[src/rtl/grid_pkg.sv]
// -----------------------------------------------------------------------------
// grid_pkg
// Shared definitions for the 64x48 GridData tile RAM write path.
//   - Grid geometry, address and color widths, read-B latency
//   - Command op encodings (grid_op_e)
//   - grid_writer FSM state encoding (grid_state_e)
//   - COLOR_EMPTY: the color index of an unoccupied cell
// -----------------------------------------------------------------------------
package grid_pkg;

    localparam int GRID_W     = 64;    // columns, power of two
    localparam int GRID_H     = 48;    // rows
    localparam int ADDR_W     = 12;    // GridData address width
    localparam int COLOR_W    = 4;     // color index width
    localparam int RD_LAT     = 2;     // address-to-qb latency of read port B
    localparam int COORD_W    = 6;     // width of the x/y command fields
    localparam int GRID_CELLS = GRID_W * GRID_H;

    typedef enum logic [1:0] {
        OP_PLOT  = 2'b00,
        OP_PROBE = 2'b01,
        OP_CLEAR = 2'b10,
        OP_READ  = 2'b11
    } grid_op_e;

    typedef enum logic [2:0] {
        ST_IDLE    = 3'd0,
        ST_RD_WAIT = 3'd1,
        ST_WRITE   = 3'd2,
        ST_CLEAR   = 3'd3,
        ST_RESP    = 3'd4
    } grid_state_e;

    localparam logic [COLOR_W-1:0] COLOR_EMPTY = '0;

endpackage

[src/rtl/grid_addr_gen.sv]
// -----------------------------------------------------------------------------
// grid_addr_gen
// Combinational coordinate-to-address packing plus range check for the tile
// grid. Shared by every block that writes GridData.
//   x, y  : cell coordinates (COORD_W bits each)
//   addr  : y*GRID_W + x, zero-extended to ADDR_W
//   oob   : coordinate outside the GRID_W x GRID_H grid
// -----------------------------------------------------------------------------
module grid_addr_gen #(
    parameter int GRID_W  = grid_pkg::GRID_W,
    parameter int GRID_H  = grid_pkg::GRID_H,
    parameter int ADDR_W  = grid_pkg::ADDR_W,
    parameter int COORD_W = grid_pkg::COORD_W
) (
    input  logic [COORD_W-1:0] x,
    input  logic [COORD_W-1:0] y,
    output logic [ADDR_W-1:0]  addr,
    output logic               oob
);

    // GRID_W is a power of two, so the multiply collapses to a shift.
    localparam int XB = $clog2(GRID_W);
    // GRID_H must stay below 2**COORD_W for this limit to be meaningful.
    localparam logic [COORD_W-1:0] Y_LIM = COORD_W'(GRID_H);

    logic x_oob;

    generate
        if (XB < COORD_W) begin : g_xchk
            assign x_oob = |x[COORD_W-1:XB];
        end else begin : g_xfull
            // Every encodable x is a valid column.
            assign x_oob = 1'b0;
        end
    endgenerate

    assign addr = (ADDR_W'(y) << XB) | ADDR_W'(x);
    assign oob  = x_oob | (y >= Y_LIM);

endmodule

[src/rtl/grid_writer.sv]
// -----------------------------------------------------------------------------
// grid_writer
// Command-driven write engine for the GridData tile RAM. Turns PLOT,
// PROBE_PLOT (read-then-write collision check), READ and full-screen CLEAR
// commands into sequenced RAM accesses and returns a one-cycle response.
//
// Ports
//   clock_in, iRST_n       clock / asynchronous active-low reset
//   cmd_valid, cmd_ready   command handshake (ready only in IDLE)
//   cmd_op/x/y/color       command fields, latched on acceptance
//   wren_gridData          RAM write enable
//   wraddress_gridData     RAM write address, shared with the read-B address
//   data_gridData          RAM write data
//   color_data_in          RAM read-B data, valid RD_LAT cycles after address
//   rsp_valid              one-cycle response strobe
//   rsp_color/hit/err      response fields, held until the next response
// -----------------------------------------------------------------------------
module grid_writer #(
    parameter int GRID_W  = grid_pkg::GRID_W,
    parameter int GRID_H  = grid_pkg::GRID_H,
    parameter int ADDR_W  = grid_pkg::ADDR_W,
    parameter int COLOR_W = grid_pkg::COLOR_W,
    parameter int RD_LAT  = grid_pkg::RD_LAT
) (
    input  logic               clock_in,
    input  logic               iRST_n,
    input  logic               cmd_valid,
    output logic               cmd_ready,
    input  logic [1:0]         cmd_op,
    input  logic [5:0]         cmd_x,
    input  logic [5:0]         cmd_y,
    input  logic [COLOR_W-1:0] cmd_color,
    output logic               wren_gridData,
    output logic [ADDR_W-1:0]  wraddress_gridData,
    output logic [COLOR_W-1:0] data_gridData,
    input  logic [COLOR_W-1:0] color_data_in,
    output logic               rsp_valid,
    output logic [COLOR_W-1:0] rsp_color,
    output logic               rsp_hit,
    output logic               rsp_err
);

    import grid_pkg::*;

    // rd_cnt counts 0 .. RD_LAT-1 while the read address settles.
    localparam int RD_CNT_W = (RD_LAT < 2) ? 1 : $clog2(RD_LAT);
    localparam logic [RD_CNT_W-1:0] RD_LAST  = RD_CNT_W'(RD_LAT - 1);
    localparam logic [ADDR_W-1:0]   CLR_LAST = ADDR_W'(GRID_W * GRID_H - 1);

    grid_state_e           state_q,     state_d;
    grid_op_e              op_q,        op_d;
    logic [COLOR_W-1:0]    color_q,     color_d;
    logic [COLOR_W-1:0]    cap_q,       cap_d;
    logic [RD_CNT_W-1:0]   rd_cnt_q,    rd_cnt_d;
    logic [ADDR_W-1:0]     clr_cnt_q,   clr_cnt_d;
    logic                  wren_q,      wren_d;
    logic [ADDR_W-1:0]     waddr_q,     waddr_d;
    logic [COLOR_W-1:0]    wdata_q,     wdata_d;
    logic                  rsp_valid_q, rsp_valid_d;
    logic [COLOR_W-1:0]    rsp_color_q, rsp_color_d;
    logic                  rsp_hit_q,   rsp_hit_d;
    logic                  rsp_err_q,   rsp_err_d;

    logic [ADDR_W-1:0]     cmd_addr;
    logic                  cmd_oob;

    grid_addr_gen #(
        .GRID_W  (GRID_W),
        .GRID_H  (GRID_H),
        .ADDR_W  (ADDR_W),
        .COORD_W (6)
    ) u_addr_gen (
        .x    (cmd_x),
        .y    (cmd_y),
        .addr (cmd_addr),
        .oob  (cmd_oob)
    );

    // -------------------------------------------------------------------------
    // Next-state and next-output logic. Every RAM-facing output is registered,
    // so each value below takes effect in the cycle after the deciding edge.
    // -------------------------------------------------------------------------
    always_comb begin
        // NOTE: every signal driven here gets a default first, so no path can
        // leave one unassigned and infer a latch; blocking '=' is correct here.
        state_d     = state_q;
        op_d        = op_q;
        color_d     = color_q;
        cap_d       = cap_q;
        rd_cnt_d    = rd_cnt_q;
        clr_cnt_d   = clr_cnt_q;
        wren_d      = 1'b0;
        waddr_d     = waddr_q;
        wdata_d     = wdata_q;
        rsp_valid_d = 1'b0;
        rsp_color_d = rsp_color_q;
        rsp_hit_d   = rsp_hit_q;
        rsp_err_d   = rsp_err_q;

        unique case (state_q)
            ST_IDLE: begin
                if (cmd_valid) begin
                    op_d    = grid_op_e'(cmd_op);
                    color_d = cmd_color;
                    if (grid_op_e'(cmd_op) == OP_CLEAR) begin
                        // First clear write goes out right away at address 0.
                        state_d   = ST_CLEAR;
                        clr_cnt_d = '0;
                        wren_d    = 1'b1;
                        waddr_d   = '0;
                        wdata_d   = cmd_color;
                    end else if (cmd_oob) begin
                        // Bad coordinate: answer immediately, never touch RAM.
                        state_d     = ST_RESP;
                        rsp_valid_d = 1'b1;
                        rsp_color_d = COLOR_EMPTY;
                        rsp_hit_d   = 1'b0;
                        rsp_err_d   = 1'b1;
                    end else if (grid_op_e'(cmd_op) == OP_PLOT) begin
                        state_d = ST_WRITE;
                        wren_d  = 1'b1;
                        waddr_d = cmd_addr;
                        wdata_d = cmd_color;
                    end else begin
                        // PROBE and READ: present the read-B address first.
                        state_d  = ST_RD_WAIT;
                        rd_cnt_d = '0;
                        waddr_d  = cmd_addr;
                    end
                end
            end

            ST_RD_WAIT: begin
                if (rd_cnt_q == RD_LAST) begin
                    cap_d = color_data_in;
                    if (op_q == OP_PROBE) begin
                        // Write happens regardless of whether the cell was hit;
                        // the address is still held from acceptance.
                        state_d = ST_WRITE;
                        wren_d  = 1'b1;
                        wdata_d = color_q;
                    end else begin
                        state_d     = ST_RESP;
                        rsp_valid_d = 1'b1;
                        rsp_color_d = color_data_in;
                        rsp_hit_d   = 1'b0;
                        rsp_err_d   = 1'b0;
                    end
                end else begin
                    rd_cnt_d = rd_cnt_q + 1'b1;
                end
            end

            ST_WRITE: begin
                state_d     = ST_RESP;
                rsp_valid_d = 1'b1;
                rsp_err_d   = 1'b0;
                if (op_q == OP_PROBE) begin
                    rsp_color_d = cap_q;
                    rsp_hit_d   = (cap_q != COLOR_EMPTY);
                end else begin
                    rsp_color_d = COLOR_EMPTY;
                    rsp_hit_d   = 1'b0;
                end
            end

            ST_CLEAR: begin
                if (clr_cnt_q == CLR_LAST) begin
                    state_d     = ST_RESP;
                    rsp_valid_d = 1'b1;
                    rsp_color_d = COLOR_EMPTY;
                    rsp_hit_d   = 1'b0;
                    rsp_err_d   = 1'b0;
                end else begin
                    clr_cnt_d = clr_cnt_q + 1'b1;
                    wren_d    = 1'b1;
                    waddr_d   = clr_cnt_q + 1'b1;
                end
            end

            ST_RESP: begin
                state_d = ST_IDLE;
            end

            default: begin
                state_d = ST_IDLE;
            end
        endcase
    end

    // -------------------------------------------------------------------------
    // State and output registers. Reset aborts any command mid-flight; a
    // partially cleared grid is simply left as-is in RAM.
    // -------------------------------------------------------------------------
    always_ff @(posedge clock_in or negedge iRST_n) begin
        if (!iRST_n) begin
            state_q     <= ST_IDLE;
            op_q        <= OP_PLOT;
            color_q     <= '0;
            cap_q       <= '0;
            rd_cnt_q    <= '0;
            clr_cnt_q   <= '0;
            wren_q      <= 1'b0;
            waddr_q     <= '0;
            wdata_q     <= '0;
            rsp_valid_q <= 1'b0;
            rsp_color_q <= '0;
            rsp_hit_q   <= 1'b0;
            rsp_err_q   <= 1'b0;
        end else begin
            // NOTE: non-blocking '<=' so every register samples pre-edge values.
            state_q     <= state_d;
            op_q        <= op_d;
            color_q     <= color_d;
            cap_q       <= cap_d;
            rd_cnt_q    <= rd_cnt_d;
            clr_cnt_q   <= clr_cnt_d;
            wren_q      <= wren_d;
            waddr_q     <= waddr_d;
            wdata_q     <= wdata_d;
            rsp_valid_q <= rsp_valid_d;
            rsp_color_q <= rsp_color_d;
            rsp_hit_q   <= rsp_hit_d;
            rsp_err_q   <= rsp_err_d;
        end
    end

    assign cmd_ready          = (state_q == ST_IDLE);
    assign wren_gridData      = wren_q;
    assign wraddress_gridData = waddr_q;
    assign data_gridData      = wdata_q;
    assign rsp_valid          = rsp_valid_q;
    assign rsp_color          = rsp_color_q;
    assign rsp_hit            = rsp_hit_q;
    assign rsp_err            = rsp_err_q;

endmodule

[config.mk]
export PLATFORM = sky130hd
export DESIGN_NAME = grid_writer
export DESIGN_NICKNAME = d
export VERILOG_FILES = /design/src/rtl/grid_pkg.sv /design/src/rtl/grid_addr_gen.sv /design/src/rtl/grid_writer.sv
export SDC_FILE = /design/constraint.sdc
export NUM_CORES = 1
export LEC_CHECK = 0
export ABC_AREA = 0
export CAP_MARGIN = 0
export CORE_MARGIN = 2
export CORE_UTILIZATION = 40
export CTS_CLUSTER_DIAMETER = 120
export DETAILED_ROUTE_END_ITERATION = 6
export PLACE_DENSITY = 0.74
export SYNTH_ARGS = -nofsm -noshare
export SYNTH_HDL_FRONTEND = slang
export SYNTH_SLANG_ARGS = --single-unit
export TNS_END_PERCENT = 30
[constraint.sdc]
create_clock -name clock_in -period 3.17 [get_ports clock_in]
set_clock_uncertainty 0.1 [all_clocks]
set_input_delay 0.634 -clock clock_in [delete_from_list [all_inputs] [get_ports clock_in]]
set_output_delay 0.634 -clock clock_in [all_outputs]
set_load 0.01 [all_outputs]
---- Word level (Yosys, flattened, before mapping) ----
Index checks and enable logic that the tools add are counted.
word-level totals
  register bits ........................... 50
  latch bits .............................. 0
  RAM bits ................................ 0
  ROM bits ................................ 0
  input bits .............................. 25
  logic and storage cells ................. 114
  memories kept ........................... 0
operators by class
  add/sub/neg operators ................... 2
  multiply operators ...................... 0
  divide/modulo/power cells ............... 0
  $lt $le $gt $ge ......................... 1
  eq/ne operators ......................... 19
  shift operators ......................... 0
  mux-type cells .......................... 64
  bitwise operators ....................... 1
  reduce and logical (&&, ||, !) cells .... 14
operators with widths
  cell                                                       count
  two-way mux 12 bit                                         6
  two-way mux 4 bit                                          13
  one-hot mux 12 bit (2 select lines)                        2
  two-way mux 1 bit                                          28
  two-way mux 3 bit                                          6
  inequality test 2 bit (second input constant)              9
  one-hot mux 4 bit (4 select lines)                         1
  adder 12 x 1 -> 12 bit (second input constant)             1
  equality test 12 bit (second input constant)               1
  OR 12 x 6 -> 12 bit                                        1
  one-hot mux 1 bit (4 select lines)                         3
  one-hot mux 3 bit (4 select lines)                         1
  one-hot mux 4 bit (2 select lines)                         1
  AND reduction 4 bit                                        2
  nonzero test 4 bit                                         2
  AND reduction 7 bit                                        1
  equality test 3 x 2 -> 1 bit (second input constant)       2
  greater-or-equal comparator 6 bit (second input constant)  1
  AND reduction 6 bit                                        1
  AND reduction 5 bit                                        1
  inequality test 2 x 1 -> 1 bit (second input constant)     2
  AND reduction 2 bit                                        2
  nonzero test 2 bit                                         2
  equality test 3 x 1 -> 1 bit (second input constant)       1
  11 further kinds                                           11

---- Logic depth before layout (Yosys ltp) ----
Gate-level depths: netlist of the first run.
  depth after elaboration ................. 6
  gate-level depth with buffers ........... 7
  gate-level depth less buffers ........... 5

---- Hierarchy ----
Synthesis of the first run repeated with hierarchy kept, for this count alone.
unflattened totals
  cells, all modules ...................... 244
  area total of the unflattened synthesis .. 2538.7 µm²
modules (own cells, without submodules)
  module         times used  cells each  area each (µm²)  seq. area each (µm²)
  grid_writer    1           231         2442.3           1251.2
  grid_addr_gen  1           13          96.3             0.0

---- Worst setup path before layout of the first run ----
OpenSTA, ideal clock, no wires.
  path type ............................... in2reg
  start point ............................. input port cmd_valid
  end point ............................... register waddr_q[2], in the netlist wraddress_gridData[2]
  setup time .............................. 125 ps
  data arrival time ....................... 2103 ps
  path slack .............................. 841 ps
  stages on the path ...................... 6
  path buffers ............................ 2
  cells stage by stage .................... or4b_2 buf_2 nand4_2 and2_4 buf_6 mux2_4
on the way
  cells in the longest elaborated chain, start to end .. 2
RTL lines
  element                          RTL line            source
  from (decl)                      grid_writer.sv:27   input logic cmd_valid,
  inequality test 2 bit (no line)  --
  AND reduction 4 bit (no line)    --
  to (signal assigned)             grid_writer.sv:219  waddr_q <= waddr_d;
  to (decl)                        grid_writer.sv:57   logic [ADDR_W-1:0] waddr_q, waddr_d;
No other way between the ends.
A chain may end at the register's enable or synchronous reset.

---- Final worst setup path of the first run ----
  start point ............................. register state_q[2]
  end point ............................... output port cmd_ready
on the way
  cells in the longest elaborated chain, start to end .. 1
RTL lines
  element                 RTL line            source
  from (decl)             grid_writer.sv:50   grid_state_e state_q, state_d;
  from (signal assigned)  grid_writer.sv:212  state_q <= state_d;
  logical NOT 3 bit       grid_writer.sv:228  assign cmd_ready = (state_q == ST_IDLE);
  to (decl)               grid_writer.sv:28   output logic cmd_ready,
No other way between the ends.

==> results.txt, run 1 <==
The share of total power in the clock network is 0.177. The switching part of the total came out at 0.338. The worst min-delay path category is input port to asynchronous set/reset pin. The remaining global-route overflow is 0.

The combinational share of power is 0.431. The flow ran to the end, and the final reports show no timing, DRC or antenna violations. The startpoint class of the critical path is a register. The register area came out at 1250 µm². STA classifies the critical path endpoint as an output pin.

The later pin in the worst-skew pair is clocked with a latency of 320 ps. The share of the synthesized area in the top cell type is 0.486. The tool flagged a number of max-cap violations equal to 0. The buffer count from post-CTS setup fixing came out at 0. After detailed routing, the average wire length per cell comes to 15.4 µm.

The number of design rule violations left after detail routing is 0. At the end of routability-driven placement, the weighted congestion stood at 0.829. 0 antenna diodes ended up in the layout.

The final total negative setup slack came out at 0 ps. In the finished design, the share of the clock period the worst path needs comes to 0.852. In the final layout, the share of cells above drive strength 1 is 0.135.

The number of antenna violations at the first check in global routing was 0. The data arrival at the endpoint of the critical path is 1970 ps. The core occupancy in the finished layout is 0.514.

The die width came out at 84.3 µm. In this run the number of H-tree levels came out at 2. The global-route usage over all layers came out at 0.169. The top-level port count came out at 50. In the routed layout, each cell is associated on average with a via count of 5.64.

Subtracting the final worst setup slack from the clock period gives 2700 ps. Of all cell types, the one taking the most synthesized area is sky130_fd_sc_hd__dfrtp_1. The cell type group with the largest total delay on the critical path is buffers and inverters. The number of global-route vias before repair was 2027. The internal power consumption is 1.74 mW. The headroom to the max-slew limit came out at 0.596. TritonCTS built the clock tree. The number of nets in the layout is 321. The residual antenna-violating net count after detailed routing is 0.

The layout-stage area growth over the synthesis result is 25.2%. The number of cell rows came out at 29. The number of endpoints with negative hold slack in the final report is 0. The placeable core region is 6280 µm². VDD sags by at most 0.000386 V. The cell with the largest stage delay on the worst path is sky130_fd_sc_hd__clkdlybuf4s50_1. The leakage dissipation came out at 1.45 nW. In this run the clock root is driven by a sky130_fd_sc_hd__clkbuf_8. The top cell types in the final layout, fill and taps aside, are sky130_fd_sc_hd__dfrtp_1 (50), sky130_fd_sc_hd__clkdlybuf4s50_1 (48), sky130_fd_sc_hd__nand2_1 (40), sky130_fd_sc_hd__nand3_1 (21), sky130_fd_sc_hd__mux2_2 (12). The number of hold-repair buffers added at the cts stage is 0.

The post-synthesis cell count is 250. Derived from the worst setup path, the maximum achievable clock frequency is 370 MHz. The synthesized netlist net count is 276. The largest fanout of any net on the critical path came out at 8. The initial core utilization is 0.410.

The post-synthesis sequential element count is 50. The longest clock path from root to sink contains 2 buffers. The synthesized design contains 0 enable-type register cells. The signal on the critical path passes through or3_1 -> inv_1 -> clkdlybuf4s50_1. The count of buffer and inverter cells on the critical path came out at 2. The number of filler instances in the final layout came out at 578. The mean cell area of the mapped netlist came out at 10.3 µm².

The register clock-pin slew on the reported worst setup and hold paths came out at 90 ps. In the final layout, the multi-input gates occupy 1240 µm². The post-synthesis async set-or-reset flop share is 1.00. The first global-routing pass estimated 9640 µm of wire. Sorting the synthesized cells by area gives the leading types as sky130_fd_sc_hd__dfrtp_1 (49%), sky130_fd_sc_hd__nand2_1 (5.8%), sky130_fd_sc_hd__mux2_2 (5.2%), sky130_fd_sc_hd__nand3_1 (4.1%), sky130_fd_sc_hd__mux2_4 (3.5%). The library cell used most frequently in the layout, excluding fill and tap cells, is sky130_fd_sc_hd__dfrtp_1.

The total count of max-transition violations in the final report is 0. The final layout contains routed wiring with a total length of 5740 µm. The detailed-routing iteration count for the pre-antenna-repair pass came out at 4. The worst hold-check slack came out at 183 ps. The post-CTS resize count is 0. At the worst endpoint, the required time is 2440 ps.

The category of the most critical setup path is register to output pin. The total placed instance area is 3110 µm². The sequential group share of total power is 0.391. Across all layers, the routed design uses 2104 vias. The clock net in this run drives a total of 50 sinks. The pin count of the biggest net entering global routing is 29. After routing the design area is 3220 µm². The die area came out at 7100 µm². For this design the total switching power over the nets is 0.887 mW. The sequential element share of the synthesized area came out at 0.486. The initial DRC count is 159. The number of warnings reported in the yosys synthesis log is 0. The post-synth design cell area came out at 2580 µm². The total power per unit cell area came out at 814 nW/µm². The actual transition at the worst max-transition pin came out at 601 ps. The chip height is 84.3 µm. Port buffering added 49 buffers. The detailed placement HPWL is 4090 µm. The most used flip-flop cell after synthesis is sky130_fd_sc_hd__dfrtp_1. Setup repair after global routing left no endpoint under its margin. The post-synthesis cell type count came out at 53. Buffers inserted during clock tree synthesis total 5. The largest incremental delay on the critical path is 550 ps. Setup violations remaining at the end of the flow were counted as 0.
==> synth_stat cells, types with 2 or more instances <==
cell type,instances
sky130_fd_sc_hd__and3b_1,2
sky130_fd_sc_hd__nor3_1,4
sky130_fd_sc_hd__and4_1,2
sky130_fd_sc_hd__a21o_1,5
sky130_fd_sc_hd__mux2_2,12
sky130_fd_sc_hd__mux2_4,6
sky130_fd_sc_hd__o21ai_0,10
sky130_fd_sc_hd__or4_1,5
sky130_fd_sc_hd__buf_6,2
sky130_fd_sc_hd__buf_2,3
sky130_fd_sc_hd__o2bb2ai_1,2
sky130_fd_sc_hd__nand2_1,40
sky130_fd_sc_hd__a31oi_1,7
sky130_fd_sc_hd__o31ai_1,2
sky130_fd_sc_hd__nand2b_1,3
sky130_fd_sc_hd__a21oi_1,9
sky130_fd_sc_hd__nor2b_1,2
sky130_fd_sc_hd__inv_1,3
sky130_fd_sc_hd__a211o_1,3
sky130_fd_sc_hd__nand4_1,2
sky130_fd_sc_hd__dfrtp_1,50
sky130_fd_sc_hd__xor2_1,2
sky130_fd_sc_hd__nor4_1,2
sky130_fd_sc_hd__o22a_1,2
sky130_fd_sc_hd__or2_2,2
sky130_fd_sc_hd__and3_1,2
sky130_fd_sc_hd__nand3_1,21
sky130_fd_sc_hd__o211ai_1,3
sky130_fd_sc_hd__a22o_1,4
sky130_fd_sc_hd__or3_1,2
sky130_fd_sc_hd__clkbuf_1,8
sky130_fd_sc_hd__nor2_1,7
==> state kept, by name (all words and copies together), names as in the netlist <==
| register | cells |
|---|---|
| cap_q | 4 |
| clr_cnt_q | 12 |
| color_q | 4 |
| data_gridData | 4 |
| op_q | 2 |
| rd_cnt_q | 1 |
| rsp_color | 4 |
| rsp_err | 1 |
| rsp_hit | 1 |
| rsp_valid | 1 |
| state_q | 3 |
| wraddress_gridData | 12 |
| wren_gridData | 1 |
==> logic make-up (layout without fill, tap and decap cells) <==
kind of cell / Yosys count / after routing / synth area share
AO/OA/AOI/OAI: 56 / 56 / 0.165
XOR/XNOR: 3 / 3 / 0.0102
adder cells (fa/ha/maj): 1 / 1 / 0.00486
buffers and inverters: 18 / 64 / 0.0340
flip-flops: 50 / 50 / 0.486
multiplexers: 18 / 18 / 0.0874
AND/OR/NAND/NOR: 104 / 104 / 0.213
==> worst register-to-register path, delay by kind of cell, from the launching register on <==
kind | cells | cell delay, ps
compound gates | 2 | 740
fa+ha+maj | 1 | 290
flops | 1 | 410
mux | 1 | 400
simple gates | 1 | 270
==> worst paths after layout <==
path | start | endpoint | slack (ps) | cells past startpoint
max in group asynchronous | iRST_n | rd_cnt_q | 2040 | 2
min in group clock_in | color_q[3] | color_q[3] | 380 | 2
max | state_q[2] | cmd_ready | 470 | 3
max reg2reg | clr_cnt_q[0] | clr_cnt_q[11] | 860 | 5
min | iRST_n | clr_cnt_q[9] | 180 | 1
min reg2reg | color_q[3] | color_q[3] | 380 | 2
==> power by group through the flow <==
stage | registers, mW | clock network, mW | logic (mW)
after CTS | 1.03 | 0.473 | 1.15
after global placement | 1.04 | 0 | 1.12
after floorplan | 1.06 | 0 | 0.659
after global routing | 1.06 | 0.507 | 1.23
after detailed placement | 1.04 | 0 | 1.14
final | 1.03 | 0.465 | 1.13
==> per-stage QoR <==
step                setup WS, ps  cells  power (mW)
finish                       469    373        2.62
global route                 373    373        2.80
CTS                          469    373        2.65
detailed placement           265    365        2.18
global placement             333    365        2.16
floorplan                    841    250        1.72
==> layout make-up <==
class / instances / share of cell area
clock inverters: 3 / 0.0136
well taps: 77 / 0.0299
repair buffers: 53 / 0.160
inverters: 3 / 0.00349
flip-flops and latches: 50 / 0.388
clock buffers: 5 / 0.0213
multi-input cells: 182 / 0.384
==> layer usage <==
layer / track usage / up-vias / routed length (µm)
met5: 0 / - / 0
met4: 0.0601 / 0 / 82
met3: 0.0403 / 8 / 319
met2: 0.278 / 67 / 2820
met1: 0.219 / 1025 / 2520
li1: - / 1004 / -
Note: power is estimated with default switching activity, not from simulation.
==> run 2: changes to the inputs <==
GPL_ROUTABILITY_DRIVEN = 0   (was default)
==> results of run 2 <==
Final layout, timing and power as in run 1 (identical DEF).
